<file path="config.mk">
export PLATFORM = sky130hd
export DESIGN_NAME = muldiv_seq
export DESIGN_NICKNAME = d
export VERILOG_FILES = /design/src/rtl/muldiv_seq.sv
export SDC_FILE = /design/constraint.sdc
export NUM_CORES = 1
export LEC_CHECK = 0
export CAP_MARGIN = 15
export CORE_MARGIN = 2
export CORE_UTILIZATION = 40
export DETAILED_ROUTE_END_ITERATION = 10
export REMOVE_ABC_BUFFERS = 1
export SETUP_SLACK_MARGIN = 0.5
export SYNTH_ARGS = -nofsm -noshare
export SYNTH_HDL_FRONTEND = slang
export SYNTH_SLANG_ARGS = --single-unit
</file>
<file path="constraint.sdc">
create_clock -name clk -period 11.1 [get_ports clk]
set_input_delay 2.22 -clock clk [delete_from_list [all_inputs] [get_ports clk]]
set_output_delay 2.22 -clock clk [all_outputs]
set_load 0.03 [all_outputs]
</file>
<file path="src/rtl/muldiv_seq.sv">
// Iterative multiply / multiply-accumulate / unsigned and signed divide unit.
// Each operation takes WIDTH iterations plus one cycle of result formation before done pulses.
module muldiv_seq #(
  parameter int WIDTH = 32,
  parameter int CNTW  = 5
) (
  input  logic             clk,
  input  logic             reset,
  input  logic             start,
  input  logic [1:0]       op,
  input  logic [WIDTH-1:0] SrcA,
  input  logic [WIDTH-1:0] SrcB,
  input  logic [WIDTH-1:0] SrcAcc,
  output logic             busy,
  output logic             done,
  output logic [WIDTH-1:0] Result,
  output logic [WIDTH-1:0] Remainder,
  output logic             DivZero
);

  localparam logic [1:0] OP_MUL  = 2'b00;
  localparam logic [1:0] OP_MLA  = 2'b01;
  localparam logic [1:0] OP_UDIV = 2'b10;
  localparam logic [1:0] OP_SDIV = 2'b11;

  typedef enum logic [1:0] {IDLE = 2'b00, RUN = 2'b01, FIN = 2'b10, DONE = 2'b11} state_t;

  function automatic logic [WIDTH-1:0] negate(input logic [WIDTH-1:0] x);
    return ~x + {{(WIDTH-1){1'b0}}, 1'b1};
  endfunction

  // 0x80..0 maps to itself, which the unsigned loop then treats as 2^(WIDTH-1).
  function automatic logic [WIDTH-1:0] magnitude(input logic [WIDTH-1:0] x);
    return x[WIDTH-1] ? negate(x) : x;
  endfunction

  state_t           state;
  logic [CNTW-1:0]  cnt;
  logic [1:0]       op_r;
  logic [WIDTH-1:0] a_r;       // multiplicand (shifted) or dividend/quotient
  logic [WIDTH-1:0] b_r;       // multiplier (shifted) or divisor
  logic [WIDTH-1:0] acc_r;     // product or partial remainder
  logic [WIDTH-1:0] addend_r;
  logic [WIDTH-1:0] srca_r;
  logic             qneg_r;
  logic             aneg_r;

  logic [WIDTH:0]   rem_sh_s;
  logic [WIDTH:0]   diff_s;
  logic [WIDTH-1:0] a_nx_s;
  logic [WIDTH-1:0] b_nx_s;
  logic [WIDTH-1:0] acc_nx_s;
  logic [WIDTH-1:0] fin_res_s;
  logic [WIDTH-1:0] fin_rem_s;
  logic             fin_dz_s;

  // One shift-add or restoring-divide step.
  always_comb begin
    rem_sh_s = {acc_r, a_r[WIDTH-1]};
    diff_s   = rem_sh_s - {1'b0, b_r};
    a_nx_s   = a_r;
    b_nx_s   = b_r;
    acc_nx_s = acc_r;
    if (op_r[1]) begin
      a_nx_s = {a_r[WIDTH-2:0], ~diff_s[WIDTH]};
      if (diff_s[WIDTH]) begin
        acc_nx_s = rem_sh_s[WIDTH-1:0];
      end else begin
        acc_nx_s = diff_s[WIDTH-1:0];
      end
    end else begin
      a_nx_s = a_r << 1;
      b_nx_s = b_r >> 1;
      if (b_r[0]) begin
        acc_nx_s = acc_r + a_r;
      end else begin
        acc_nx_s = acc_r;
      end
    end
  end

  // Final result formation, applied in FIN.
  always_comb begin
    fin_res_s = {WIDTH{1'b0}};
    fin_rem_s = {WIDTH{1'b0}};
    fin_dz_s  = 1'b0;
    case (op_r)
      OP_MUL: fin_res_s = acc_r;
      OP_MLA: fin_res_s = acc_r + addend_r;
      OP_UDIV, OP_SDIV: begin
        if (b_r == {WIDTH{1'b0}}) begin
          fin_rem_s = srca_r;
          fin_dz_s  = 1'b1;
        end else if (op_r == OP_SDIV) begin
          fin_res_s = qneg_r ? negate(a_r) : a_r;
          fin_rem_s = aneg_r ? negate(acc_r) : acc_r;
        end else begin
          fin_res_s = a_r;
          fin_rem_s = acc_r;
        end
      end
      default: fin_res_s = {WIDTH{1'b0}};
    endcase
  end

  // Sequencer FSM with registered status and result outputs.
  always_ff @(posedge clk or posedge reset) begin
    if (reset) begin
      state     <= IDLE;
      cnt       <= {CNTW{1'b0}};
      op_r      <= 2'b00;
      a_r       <= {WIDTH{1'b0}};
      b_r       <= {WIDTH{1'b0}};
      acc_r     <= {WIDTH{1'b0}};
      addend_r  <= {WIDTH{1'b0}};
      srca_r    <= {WIDTH{1'b0}};
      qneg_r    <= 1'b0;
      aneg_r    <= 1'b0;
      busy      <= 1'b0;
      done      <= 1'b0;
      Result    <= {WIDTH{1'b0}};
      Remainder <= {WIDTH{1'b0}};
      DivZero   <= 1'b0;
    end else begin
      case (state)
        IDLE, DONE: begin
          if (start) begin
            op_r     <= op;
            srca_r   <= SrcA;
            addend_r <= SrcAcc;
            acc_r    <= {WIDTH{1'b0}};
            cnt      <= CNTW'(WIDTH - 1);
            if (op == OP_SDIV) begin
              a_r    <= magnitude(SrcA);
              b_r    <= magnitude(SrcB);
              qneg_r <= SrcA[WIDTH-1] ^ SrcB[WIDTH-1];
              aneg_r <= SrcA[WIDTH-1];
            end else begin
              a_r    <= SrcA;
              b_r    <= SrcB;
              qneg_r <= 1'b0;
              aneg_r <= 1'b0;
            end
            state <= RUN;
            busy  <= 1'b1;
            done  <= 1'b0;
          end else begin
            state <= IDLE;
            busy  <= 1'b0;
            done  <= 1'b0;
          end
        end
        RUN: begin
          a_r   <= a_nx_s;
          b_r   <= b_nx_s;
          acc_r <= acc_nx_s;
          cnt   <= cnt - CNTW'(1);
          if (cnt == {CNTW{1'b0}}) begin
            state <= FIN;
          end else begin
            state <= RUN;
          end
          busy <= 1'b1;
          done <= 1'b0;
        end
        FIN: begin
          Result    <= fin_res_s;
          Remainder <= fin_rem_s;
          DivZero   <= fin_dz_s;
          state     <= DONE;
          busy      <= 1'b0;
          done      <= 1'b1;
        end
        default: begin
          state <= IDLE;
          busy  <= 1'b0;
          done  <= 1'b0;
        end
      endcase
    end
  end

endmodule

</file>
==> results.env, run 1 <==
RUN_STATUS='completed'
YOSYS-TOP-CELLS-AREA='dfrtp_1 33%, a21oi_1 7.4%, ha_1 7.0%'
WORSTPATHBUFFERINVERTERCOUNT=1
MAX_CLOCK_FREQ_GHz=0.201
POST_ROUTE_CLOCK_PERIOD_UTILIZATION=0.448
NFILLCELLS=4343
HOLD-WORST-SLACK_NS=0.481
NETLIST.TOP_CELL.BY_AREA='dfrtp_1'
PLACEMENTROWS=77
RELSLEWSLACK=0.236
DETAILROUTE.VIA_COUNT=16100
CLK_ROOT_BUFFER_CELL='clkbuf_16'
CTS.HTREE.LEVELS=1
POSTSYNTH.TOPFLOPCELL='dfrtp_1'
PIN_COUNT_OF_THE_BIGGEST_NET_ENTERING_GLOBAL_ROUTING=103
SYNTHCELLS=2112
PLACE.DETAILED.HPWL_UM=41900
CTS_TREE='done'
NUM_IO_PINS=168
PLACED_AREA_SQ_UM=20100
DRC_ERRORS=0
MIN_PATH_TYPE='reg2reg'
FINALSETUPTNS_NS=0
CORE_AREA_SQ_UM=44300
CTS_SETUP_BUFFERS=0
SHARE_OF_SYNTHESIZED_AREA_SPENT_ON_MULTIPLEXERS=0.0548
AREAGROWTHSYNTHTOFINISH_PCT=17.4
SETUP.WORST_PATH.END_CLASS='flip-flop'
NUMBER_OF_MAXIMUM_CAPACITANCE_CONSTRAINT_VIOLATIONS=0
TIMING.FINAL.CRIT_PERIOD_NS=4.97
CHIPWIDTH_UM=216
CLOCK-SKEW-FINAL_NS=0.0115
CTS-BUFFERS-INSERTED=28
STARTPOINT_TYPE='input pin'
SYNTHARSTFLOPSHARE=1.00
COMPOUND_GATE_FRACTION_OF_SYNTH_AREA=0.250
TIMING.FINAL.MAX_SLEW_VIOLATIONS=0
ANTENNA_CELLS=0
LAYOUTNONFILLERINSTCOUNT=2836
DRIVE_ABOVE_1_SHARE=0.0789
FIRST_PASS_GRT_WIRE_LENGTH_UM=88700
SYNTH_ENABLE_FLOP_CELLS=0
PATH_COMMON_CELL='nor2_1'
TIMING.CRITICAL_PATH.CELLS='clkdlybuf4s50_1, nor4_1, nand4_1, nor2_1, nand2_1, o41ai_1, xor2_1, nor2_1, a21oi_1, o21ai_0'
DPL.CELL_COUNT=2784
NUMCLOCKSINKS=238
FIRST_ITER_VIOLATIONS=1129
CTS_HOLD_BUF=0
WIRELENGTH_PER_CELL_UM=19.6
DRT_WL_TOTAL_UM=55700
SYNTHADDERAREAFRAC=0.0737
TIMING.CRITICAL_PATH.FANOUT_MAX=7
CLK_LATENCY_NS=0.57
GRT_ANTENNA_BEFORE_REPAIR=0
SYNTH_TOP_FAMILY_BY_AREA='compound AO/OA/AOI/OAI gates'
ROUTABILITYCONGESTION=0.910
DATA_ARRIVAL_AT_THE_ENDPOINT_OF_THE_CRITICAL_PATH_NS=5.39
YOSYS_REGISTER_BITS=238
FLOORPLAN_DIE_AREA_SQ_UM=46600
CRIT_PATH_MAX_INCR_DELAY_NS=0.84
SYNTH_SIMPLE_GATE_AREA_FRAC=0.156
SYN_AREA_SQ_UM=18000
IR_DROP_mV=0.167
COUNT_OF_SYNTHESIS_STAGE_WARNINGS_FROM_YOSYS=0
POSTCTSRESIZEDCELLS=0
YS_SEQ_AREA_FRAC=0.331
POWER_LEAKAGE_uW=0.00892
POSTROUTEANTENNANETS=0
FIN_NETS=2427
CP_TOP_FAMILY='simple AND/OR/NAND/NOR gates'
SYNTH-XOR-AREA-SHARE=0.0926
TIMING.FINAL.SETUP_VIOLATIONS=0
INITIAL_CORE_UTIL=0.405
IO_BUFFERS=167
DIE_H_UM=216
WORST-SLEW-PIN-TRANSITION_NS=1.14
GLOBAL_ROUTE.OVERFLOW_TOTAL=0
CRITICAL_PATH.SLOWEST_CELL='nor4_1'
GRT_SETUP_UNREPAIRED='no'
GLOBALROUTETOTALUTIL=0.236
CLKSLEWWORSTSETUPHOLDPATHS_NS=0.06
CTS-ROOT-TO-SINK-BUFFERS=3
AVGSYNTHCELLAREA_SQ_UM=8.51
VIAS_IN_THE_FIRST_GLOBAL_ROUTE=15700
DRT-PASS1-ITER-COUNT=5
CRITICAL_PATH_REQUIRED_NS=11.52
PATH_CLASS='in2reg'
POST_LAYOUT_INST_AREA_SQ_UM=21100
VIA_PER_INST=5.67
POWER_PER_CELL_AREA_nW_PER_UM2=269
SYNTH_CELL_TYPE_COUNT=87
NETLIST.AREA_LEADER.SHARE=0.331
FINAL_HOLD_VIOS=0
-- final timing paths --
kind                                                  to                  start  slack (ns)  cells after the start
worst min register to register     Result[9]$_DFFE_PP0P_  Result[9]$_DFFE_PP0P_        0.48                      1
min in group asynchronous       Remainder[8]$_DFFE_PP0P_                  reset        2.18                      2
worst min-delay path               Result[9]$_DFFE_PP0P_  Result[9]$_DFFE_PP0P_        0.48                      1
worst max-delay path                 a_r[29]$_DFFE_PP0P_                SrcA[2]        6.13                     10
max in group asynchronous            op_r[0]$_DFFE_PP0P_                  reset        6.60                      4
worst max register to register     acc_r[27]$_DFFE_PP0P_    a_r[31]$_DFFE_PP0P_        6.88                     13
-- sequential cells by signal, summed over array words and instances (netlist names) --
| register | count |
|---|---|
| aneg_r | 1 |
| DivZero | 1 |
| addend_r | 32 |
| state | 2 |
| qneg_r | 1 |
| op_r | 2 |
| b_r | 32 |
| Result | 32 |
| busy | 1 |
| acc_r | 32 |
| cnt | 5 |
| a_r | 32 |
| Remainder | 32 |
| done | 1 |
| srca_r | 32 |
-- final cells by class --
| class | instances | area (sq um) | share of cell area |
|---|---|---|---|
| clock inverters | 16 | 171 | 0.00813 |
| inverters | 82 | 315 | 0.0149 |
| clock buffers | 36 | 782 | 0.0371 |
| repair buffers | 187 | 1820 | 0.0864 |
| well taps | 592 | 741 | 0.0351 |
| multi-input cells | 1685 | 11300 | 0.536 |
| flip-flops and latches | 238 | 5960 | 0.282 |
-- cell usage after synthesis (9+ instances only) --
cell	instances
a21oi_1	264
dfrtp_1	238
nor2_1	221
nand2_1	162
o21ai_0	161
xnor2_1	115
ha_1	101
clkbuf_1	85
inv_1	80
xor2_1	75
mux2_2	65
a21o_1	37
o2bb2ai_1	31
a31oi_1	30
nor3_1	28
a22oi_1	25
nor4_1	25
nand2b_1	24
mux2i_1	23
o21a_1	23
and3_1	22
nand3_1	19
o31ai_1	17
a211oi_1	15
a222oi_1	13
nor2b_1	13
o211ai_1	12
o221ai_1	12
buf_1	11
nand4_1	11
o21bai_1	10
o41ai_1	10
or3_1	10
or4_1	9
-- worst register-to-register path: stages, from the launching register on --
cell and delay [ns]:
dfrtp_1 0.50, inv_1 0.24, ha_1 0.31, fa_1 0.39
nand2b_1 0.20, a21oi_1 0.30, o31a_1 0.28, o2111ai_2 0.21
nand4b_4 0.19, mux2i_4 0.41, nand2_4 0.41, inv_1 0.35
o2111ai_1 0.17, o211a_1 0.16
-- report_power, final --
| part | switching (uW) | total, uW | leakage [uW] | internal (uW) |
|---|---|---|---|---|
| logic | 1850 | 3160 | 0.00546 | 1310 |
| clock network | 395 | 961 | 0.000458 | 567 |
| registers | 410 | 1550 | 0.00301 | 1140 |
| total | 2660 | 5670 | 0.00892 | 3010 |
-- layer usage --
| metal | wire length (um) | track usage | vias up | part of all wire |
|---|---|---|---|---|
| met3 | 3070 | 0.0289 | 65 | 0.055 |
| met2 | 25300 | 0.385 | 435 | 0.45 |
| met4 | 901 | 0.0484 | 0 | 0.016 |
| li1 | - | - | 7894 | - |
| met5 | 0 | 0 | - | 0 |
| met1 | 26400 | 0.337 | 7692 | 0.47 |
-- kinds of logic after synthesis --
group           count (synthesis)
flops                         238
fa+ha+maj                     104
compound gates                714
simple gates                  588
mux                            89
xor+xnor                      190
buf+inv                       189
-- layout by cell type (no fill, tap or decap), types with 23 or more instances in the layout --
master | netlist | layout
a21o_1 | 37 | 37
a21oi_1 | 264 | 264
a22oi_1 | 25 | 25
a31oi_1 | 30 | 30
clkbuf_16 | 0 | 29
clkdlybuf4s50_1 | 0 | 167
dfrtp_1 | 238 | 238
ha_1 | 101 | 99
inv_1 | 80 | 79
mux2_2 | 65 | 65
mux2i_1 | 23 | 23
nand2_1 | 162 | 161
nand2b_1 | 24 | 24
nor2_1 | 221 | 220
nor3_1 | 28 | 28
nor4_1 | 25 | 24
o21ai_0 | 161 | 161
o2bb2ai_1 | 31 | 31
xnor2_1 | 115 | 115
xor2_1 | 75 | 75
-- per-stage QoR --
stage          worst slack [ns]  power (uW)  utilization
2_1_floorplan              2.35        3790            -
3_3_place_gp               5.62        4620        0.454
3_5_place_dp               5.60        4670        0.454
4_1_cts                    6.20        5650        0.476
5_1_grt                    5.77        6120        0.476
6_report                   6.13        5670        0.476
Power figures use the tool's default switching activity.
==> run 2: changes to the inputs <==
==> constraint.sdc (replaced) <==
create_clock -name clk -period 5.1 [get_ports clk]
set_input_delay 1.02 -clock clk [delete_from_list [all_inputs] [get_ports clk]]
set_output_delay 1.02 -clock clk [all_outputs]
set_load 0.03 [all_outputs]
==> run 2 against run 1 <==
Net effect: die area stayed put; sequential power grew 120%; the flow now finishes with violations (design-rule violations); cell area increased by 0.58%; global-route usage is essentially flat; combinational power up 120%.
==> results.env, run 2 (synthesis gave the netlist of run 1 again) <==
STARTPOINT_TYPE='flip-flop'
CTS_TREE='done'
NUM_IO_PINS=168  # unchanged
GRT_ANTENNA_BEFORE_REPAIR=0  # unchanged
VIOLATED_CHECKS='design-rule violations'
CTS_HOLD_BUF=0  # unchanged
POST_ROUTE_CLOCK_PERIOD_UTILIZATION=0.746
CTS-ROOT-TO-SINK-BUFFERS=3  # unchanged
PLACE.DETAILED.HPWL_UM=42100  # +0.62%
MIN_PATH_TYPE='reg2reg'
CORE_AREA_SQ_UM=44300  # unchanged
POWER_LEAKAGE_uW=0.00901  # +0.96%
CLOCK-SKEW-FINAL_NS=0.0261  # +0.0147 ns
DIE_H_UM=216  # unchanged
CTS-BUFFERS-INSERTED=28  # unchanged
CLK_ROOT_BUFFER_CELL='clkbuf_16'
DRC_ERRORS=1  # +1
PATH_CLASS='reg2reg'
RELSLEWSLACK=0.336  # +0.101
FLOORPLAN_DIE_AREA_SQ_UM=46600  # unchanged
TIMING.FINAL.SETUP_VIOLATIONS=0  # unchanged
IO_BUFFERS=167  # unchanged
CTS_SETUP_BUFFERS=0  # unchanged
DPL.CELL_COUNT=2796  # +0.43%
DRIVE_ABOVE_1_SHARE=0.0825  # +0.00361
CHIPWIDTH_UM=216  # unchanged
PIN_COUNT_OF_THE_BIGGEST_NET_ENTERING_GLOBAL_ROUTING=111  # +7.8%
CLK_LATENCY_NS=0.59  # +0.02 ns
CLKSLEWWORSTSETUPHOLDPATHS_NS=0.06  # about the same
DETAILROUTE.VIA_COUNT=16200  # +0.79%
TIMING.FINAL.MAX_SLEW_VIOLATIONS=0  # unchanged
PATH_COMMON_CELL='o31a_1'
FIN_NETS=2439  # +0.49%
TIMING.CRITICAL_PATH.FANOUT_MAX=10  # +3
INITIAL_CORE_UTIL=0.405  # unchanged
NUMBER_OF_MAXIMUM_CAPACITANCE_CONSTRAINT_VIOLATIONS=0  # unchanged
CRIT_PATH_MAX_INCR_DELAY_NS=0.54  # -0.30 ns
CRITICAL_PATH.SLOWEST_CELL='dfrtp_1'
IR_DROP_mV=0.315  # +89%
RUN_STATUS='finished, violations left'
NUMCLOCKSINKS=238  # unchanged
FIN_TOTAL_PWR_uW=12400  # +120%
WIRELENGTH_PER_CELL_UM=19.6  # -0.35%
GRT_SETUP_UNREPAIRED='no'
POWER_PER_CELL_AREA_nW_PER_UM2=584  # +120%
VIA_PER_INST=5.69  # +0.40%
GLOBALROUTETOTALUTIL=0.236  # about the same
SETUP.WORST_PATH.END_CLASS='flip-flop'
ROUTABILITYCONGESTION=0.903  # -0.78%
VIAS_IN_THE_FIRST_GLOBAL_ROUTE=15600  # -0.57%
PLACEMENTROWS=77  # unchanged
MOST_FREQUENT_STANDARD_CELL_IN_THE_LAYOUT_EXCLUDING_FILL_AND_TAP_CELLS='a21oi_1'
GLOBAL_ROUTE.OVERFLOW_TOTAL=0  # unchanged
AREAGROWTHSYNTHTOFINISH_PCT=18.1
CTS.HTREE.LEVELS=1  # unchanged
FIRST_PASS_GRT_WIRE_LENGTH_UM=88300  # -0.39%
MAX_CLOCK_FREQ_GHz=0.263
HIGHEST_COUNT_CELLS_IN_THE_LAYOUT_IGNORING_FILL_AND_TAPS='264 x a21oi_1, 238 x dfrtp_1, 220 x nor2_1'
POSTROUTEANTENNANETS=0  # unchanged
TIMING.FINAL.CRIT_PERIOD_NS=3.80
POSTCTSRESIZEDCELLS=0  # unchanged
CRITICAL_PATH_REQUIRED_NS=5.54  # -5.98 ns
TIMING.CRITICAL_PATH.CELLS='ha_1, inv_1, fa_1, nor2b_1, o31a_1, o31a_1, o2111ai_1, a21oi_1, o211ai_1, o221ai_1, xor2_1, a221oi_1, nor2_1'
FIRST_ITER_VIOLATIONS=1126  # -0.27%
ANTENNA_CELLS=0  # unchanged
FINAL_HOLD_VIOS=0  # unchanged
DRT_WL_TOTAL_UM=55700  # about the same
DRT-PASS1-ITER-COUNT=11  # +6
LAYOUTNONFILLERINSTCOUNT=2847  # +0.39%
WORST-SLEW-PIN-TRANSITION_NS=0.995  # -0.149 ns
DATA_ARRIVAL_AT_THE_ENDPOINT_OF_THE_CRITICAL_PATH_NS=4.25  # -1.14 ns
run 2: cell types whose count changed in the layout (fill, tap and decap cells not counted), sizes merged:
cell,change
clkinvlp,-4
clkbuf,+8
bufinv,-1
buf,+12
clkinv,-4
run 2: final timing paths:
path / from / end / slack [ns] / cells after the start
setup / recovery: acc_r[0]$_DFFE_PP0P_ / Result[30]$_DFFE_PP0P_ / 1.30 / 13
hold reg to reg: Remainder[19]$_DFFE_PP0P_ / Remainder[19]$_DFFE_PP0P_ / 0.48 / 1
setup reg to reg: acc_r[0]$_DFFE_PP0P_ / Result[30]$_DFFE_PP0P_ / 1.30 / 13
hold / removal: Remainder[19]$_DFFE_PP0P_ / Remainder[19]$_DFFE_PP0P_ / 0.48 / 1
min in group asynchronous: reset / Remainder[7]$_DFFE_PP0P_ / 0.99 / 2
max in group asynchronous: reset / b_r[18]$_DFFE_PP0P_ / 3.14 / 3
run 2: final cells by class:
class | instances | area [sq um]
clock buffers | 44 | 872
clock inverters | 7 | 87.6
multi-input cells | 1685 | 11300
flip-flops and latches | 238 | 5960
repair buffers | 199 | 1940
inverters | 82 | 315
fillers | 4308 | 23100
well taps | 592 | 741
run 2: per-stage QoR:
| stage | hold WS (ns) | instance area [sq um] | utilization | setup WS (ns) | setup TNS [ns] |
|---|---|---|---|---|---|
| 2_1_floorplan | 0.450 | 17500 | - | -2.45 | -621.77 |
| 3_3_place_gp | 0.466 | 20300 | 0.457 | 1.06 | 0 |
| 3_5_place_dp | 0.473 | 20300 | 0.457 | 1.06 | 0 |
| 5_1_grt | 0.506 | 21200 | 0.479 | 1.00 | 0 |
| 4_1_cts | 0.486 | 21200 | 0.479 | 1.31 | 0 |
| 6_report | 0.485 | 21200 | 0.479 | 1.30 | 0 |
run 2: where the power goes:
part / switching (uW) / internal [uW]
Clock: 827 / 1260
Combinational: 4060 / 2880
Sequential: 885 / 2480
run 2: routing by layer:
metal	vias up	global-route usage	share of wire
met5	-	0	0
met4	0	0.0630	0.022
met3	67	0.0278	0.060
met2	518	0.377	0.45
met1	7720	0.339	0.47
li1	7908	-	-
run 2: critical path: cells and delay by family (launching register included):
kind,cells,cell delay (ns)
flip-flops,1,0.54
AND/OR/NAND/NOR,2,0.30
buffers and inverters,1,0.09
adder cells (fa/ha/maj),2,0.75
AO/OA/AOI/OAI,7,1.90
XOR/XNOR,1,0.10
==> run 3: changes to the inputs <==
==> constraint.sdc (replaced) <==
create_clock -name clk -period 3.05 [get_ports clk]
set_input_delay 0.61 -clock clk [delete_from_list [all_inputs] [get_ports clk]]
set_output_delay 0.61 -clock clk [all_outputs]
set_load 0.03 [all_outputs]
==> run 3 against run 2 <==
Net effect: critical endpoint is now Result[24]$_DFFE_PP0P_; sequential share of layout area is 4.4 points lower; maximum frequency is 21% higher; combinational power is 150% higher; power is 110% higher; die area stayed put; final cell count is 11% higher; register-to-register slack worse by 1.4 ns; the run ends with negative setup slack left; cell area is 19% higher.
==> results.env, run 3 (synthesis gave the netlist of run 1 again) <==
SETUP.WORST_PATH.END_CLASS='flip-flop'
FINALSETUPTNS_NS=-0.190  # -0.190 ns
FINAL_CORE_DENSITY=0.569  # +0.0905
PLACEMENTROWS=77  # unchanged
TIMING.CRITICAL_PATH.CELLS='ha_4, inv_2, fa_2, nor2b_2, o31a_1, o31a_1, o2111ai_2, a21oi_2, buf_6, o211ai_1, buf_4, o21ai_1, xnor2_1, a222oi_1, a21oi_1'
NUM_IO_PINS=168  # unchanged
CRITICAL_PATH.SLOWEST_CELL='dfrtp_2'
TIMING.CRITICAL_PATH.FANOUT_MAX=4  # -6
POST_LAYOUT_INST_AREA_SQ_UM=25200  # +19%
CLK_LATENCY_NS=0.57  # -0.02 ns
FINAL_HOLD_VIOS=0  # unchanged
CTS-ROOT-TO-SINK-BUFFERS=3  # unchanged
GLOBAL_ROUTE.OVERFLOW_TOTAL=0  # unchanged
NUMCLOCKSINKS=238  # unchanged
TIMING.FINAL.CRIT_PERIOD_NS=3.14  # -0.666 ns
MIN_PATH_TYPE='in2reg'
PLACED_AREA_SQ_UM=22200  # +9.5%
MAX_CLOCK_FREQ_GHz=0.319  # +21%
CRITICAL_PATH_REQUIRED_NS=3.48  # -2.06 ns
CTS.HTREE.LEVELS=1  # unchanged
DRT_WL_TOTAL_UM=62700  # +13%
TIMING.FINAL.MAX_SLEW_VIOLATIONS=0  # unchanged
WORSTPATHBUFFERINVERTERCOUNT=3  # +2
LAYOUT_SETUP_WS_NS=-0.0870  # -1.38 ns
CTS_TREE='done'
POST_ROUTE_CLOCK_PERIOD_UTILIZATION=1.03  # +0.283
DETAILROUTE.VIA_COUNT=17800  # +9.7%
CHIPWIDTH_UM=216  # unchanged
DRIVE_ABOVE_1_SHARE=0.277  # +0.194
TIMING.FINAL.SETUP_VIOLATIONS=5  # +5
CLK_ROOT_BUFFER_CELL='clkbuf_16'
VIA_PER_INST=5.62  # -1.2%
MOST_FREQUENT_STANDARD_CELL_IN_THE_LAYOUT_EXCLUDING_FILL_AND_TAP_CELLS='buf_4'
DRT-PASS1-ITER-COUNT=5  # -6
CRIT_PATH_MAX_INCR_DELAY_NS=0.44  # -0.10 ns
PLACE.DETAILED.HPWL_UM=46200  # +9.8%
FIRST_ITER_VIOLATIONS=1225  # +8.8%
AREAGROWTHSYNTHTOFINISH_PCT=40.4
VIAS_IN_THE_FIRST_GLOBAL_ROUTE=17400  # +12%
DRC_ERRORS=0  # -1
IR_DROP_mV=0.578  # +84%
GLOBALROUTETOTALUTIL=0.260  # +0.0238
POWER_LEAKAGE_uW=0.0108  # +20%
PATH_COMMON_CELL='o31a_1'
RUN_STATUS='finished, violations left'
CLKSLEWWORSTSETUPHOLDPATHS_NS=0.06  # about the same
NUMBER_OF_MAXIMUM_CAPACITANCE_CONSTRAINT_VIOLATIONS=0  # unchanged
INITIAL_CORE_UTIL=0.405  # unchanged
ANTENNA_CELLS=0  # unchanged
DATA_ARRIVAL_AT_THE_ENDPOINT_OF_THE_CRITICAL_PATH_NS=3.57  # -0.68 ns
GRT_ANTENNA_BEFORE_REPAIR=0  # unchanged
STARTPOINT_TYPE='flip-flop'
GRT_SETUP_UNREPAIRED='yes'
PATH_CLASS='reg2reg'
CTS-BUFFERS-INSERTED=29  # +3.6%
VIOLATED_CHECKS='negative setup slack'
FIRST_PASS_GRT_WIRE_LENGTH_UM=96800  # +9.5%
DIE_H_UM=216  # unchanged
ROUTABILITYCONGESTION=0.921  # +2.0%
CP_TOP_FAMILY='compound AO/OA/AOI/OAI gates'
POWER_PER_CELL_AREA_nW_PER_UM2=1030  # +76%
CLOCK-SKEW-FINAL_NS=0.0133  # -0.0129 ns
RELSLEWSLACK=0.512  # +0.176
WIRELENGTH_PER_CELL_UM=19.8  # +1.3%
POSTROUTEANTENNANETS=0  # unchanged
HIGHEST_COUNT_CELLS_IN_THE_LAYOUT_IGNORING_FILL_AND_TAPS='289 x buf_4, 227 x a21oi_1, 226 x dfrtp_1'
IO_BUFFERS=167  # unchanged
PRE_CTS_SLACK_NS=-0.522  # -1.58 ns
FLOORPLAN_DIE_AREA_SQ_UM=46600  # unchanged
FIN_NETS=2754  # +13%
CORE_AREA_SQ_UM=44300  # unchanged
WORST-SLEW-PIN-TRANSITION_NS=0.731  # -0.264 ns
PIN_COUNT_OF_THE_BIGGEST_NET_ENTERING_GLOBAL_ROUTING=75  # -32%
[run 3: cell types whose count changed in the layout (fill, tap and decap cells not counted), sizes merged]
cell / change
clkinvlp: +3
dlymetal6s2s: +1
inv: +1
clkinv: +5
clkdlybuf4s50: -1
clkbuf: -8
buf: +313
nand2: +1
[run 3: per-layer routing]
| metal | up-vias | global-route usage | share of wire |
|---|---|---|---|
| met3 | 104 | 0.0228 | 0.047 |
| met2 | 491 | 0.430 | 0.47 |
| met5 | - | 0 | 0 |
| met4 | 0 | 0.0710 | 0.026 |
| met1 | 8634 | 0.365 | 0.46 |
| li1 | 8554 | - | - |
[run 3: repair_timing]
| item | 4_1_cts | 5_1_grt |
|---|---|---|
| hold buffers | 0 | 0 |
| buffers inserted | 29 | 39 |
| endpoints found under the setup margin | 68 | 86 |
| cloned | 2 | 0 |
| hold endpoints to repair | 0 | 0 |
| pin swaps | 92 | 109 |
| gates resized for setup | 240 | 111 |
[run 3: worst register-to-register path, stage by stage (launching register included)]
cell and delay (ns):
dfrtp_2 0.44, ha_4 0.19, inv_2 0.05, fa_2 0.20, nor2b_2 0.05, o31a_1 0.30
o31a_1 0.36, o2111ai_2 0.28, a21oi_2 0.09, buf_6 0.14, o211ai_1 0.18, buf_4 0.16
o21ai_1 0.07, xnor2_1 0.14, a222oi_1 0.25, a21oi_1 0.11
[run 3: layout make-up]
cell class / instances / area, sq um
tap: 592 / 741
fill: 3941 / 19100
sequential: 238 / 5970
inverter: 82 / 320
timing repair buffer: 512 / 4590
multi-input combinational: 1686 / 12600
clock inverter: 16 / 159
clock buffer: 36 / 812
[run 3: path summary, 6_finish.rpt]
kind / from / to / slack [ns] / depth (start not counted)
max in group asynchronous: reset / cnt[1]$_DFFE_PP0P_ / 1.84 / 3
min in group asynchronous: reset / Remainder[8]$_DFFE_PP0P_ / 0.49 / 2
max: acc_r[0]$_DFFE_PP0P_ / Result[24]$_DFFE_PP0P_ / -0.09 / 15
min reg2reg: Result[19]$_DFFE_PP0P_ / Result[19]$_DFFE_PP0P_ / 0.48 / 1
min: SrcA[5] / srca_r[5]$_DFFE_PP0P_ / 0.41 / 2
max reg2reg: acc_r[0]$_DFFE_PP0P_ / Result[24]$_DFFE_PP0P_ / -0.09 / 15
[run 3: where the power goes]
| group | leakage (uW) | switching (uW) | internal [uW] |
|---|---|---|---|
| registers | 0.00299 | 1110 | 4170 |
| logic | 0.00736 | 9070 | 8050 |
| clock network | 0.000471 | 1470 | 2060 |
| total | 0.0108 | 11600 | 14300 |
[run 3: per-stage QoR]
step,std cells,hold slack (ns),total power (uW)
2_1_floorplan,2005,0.450,13800
3_3_place_gp,3040,0.464,19100
3_5_place_dp,3040,0.471,19300
4_1_cts,3123,0.485,24700
5_1_grt,3162,0.408,27700
6_report,3162,0.408,25900
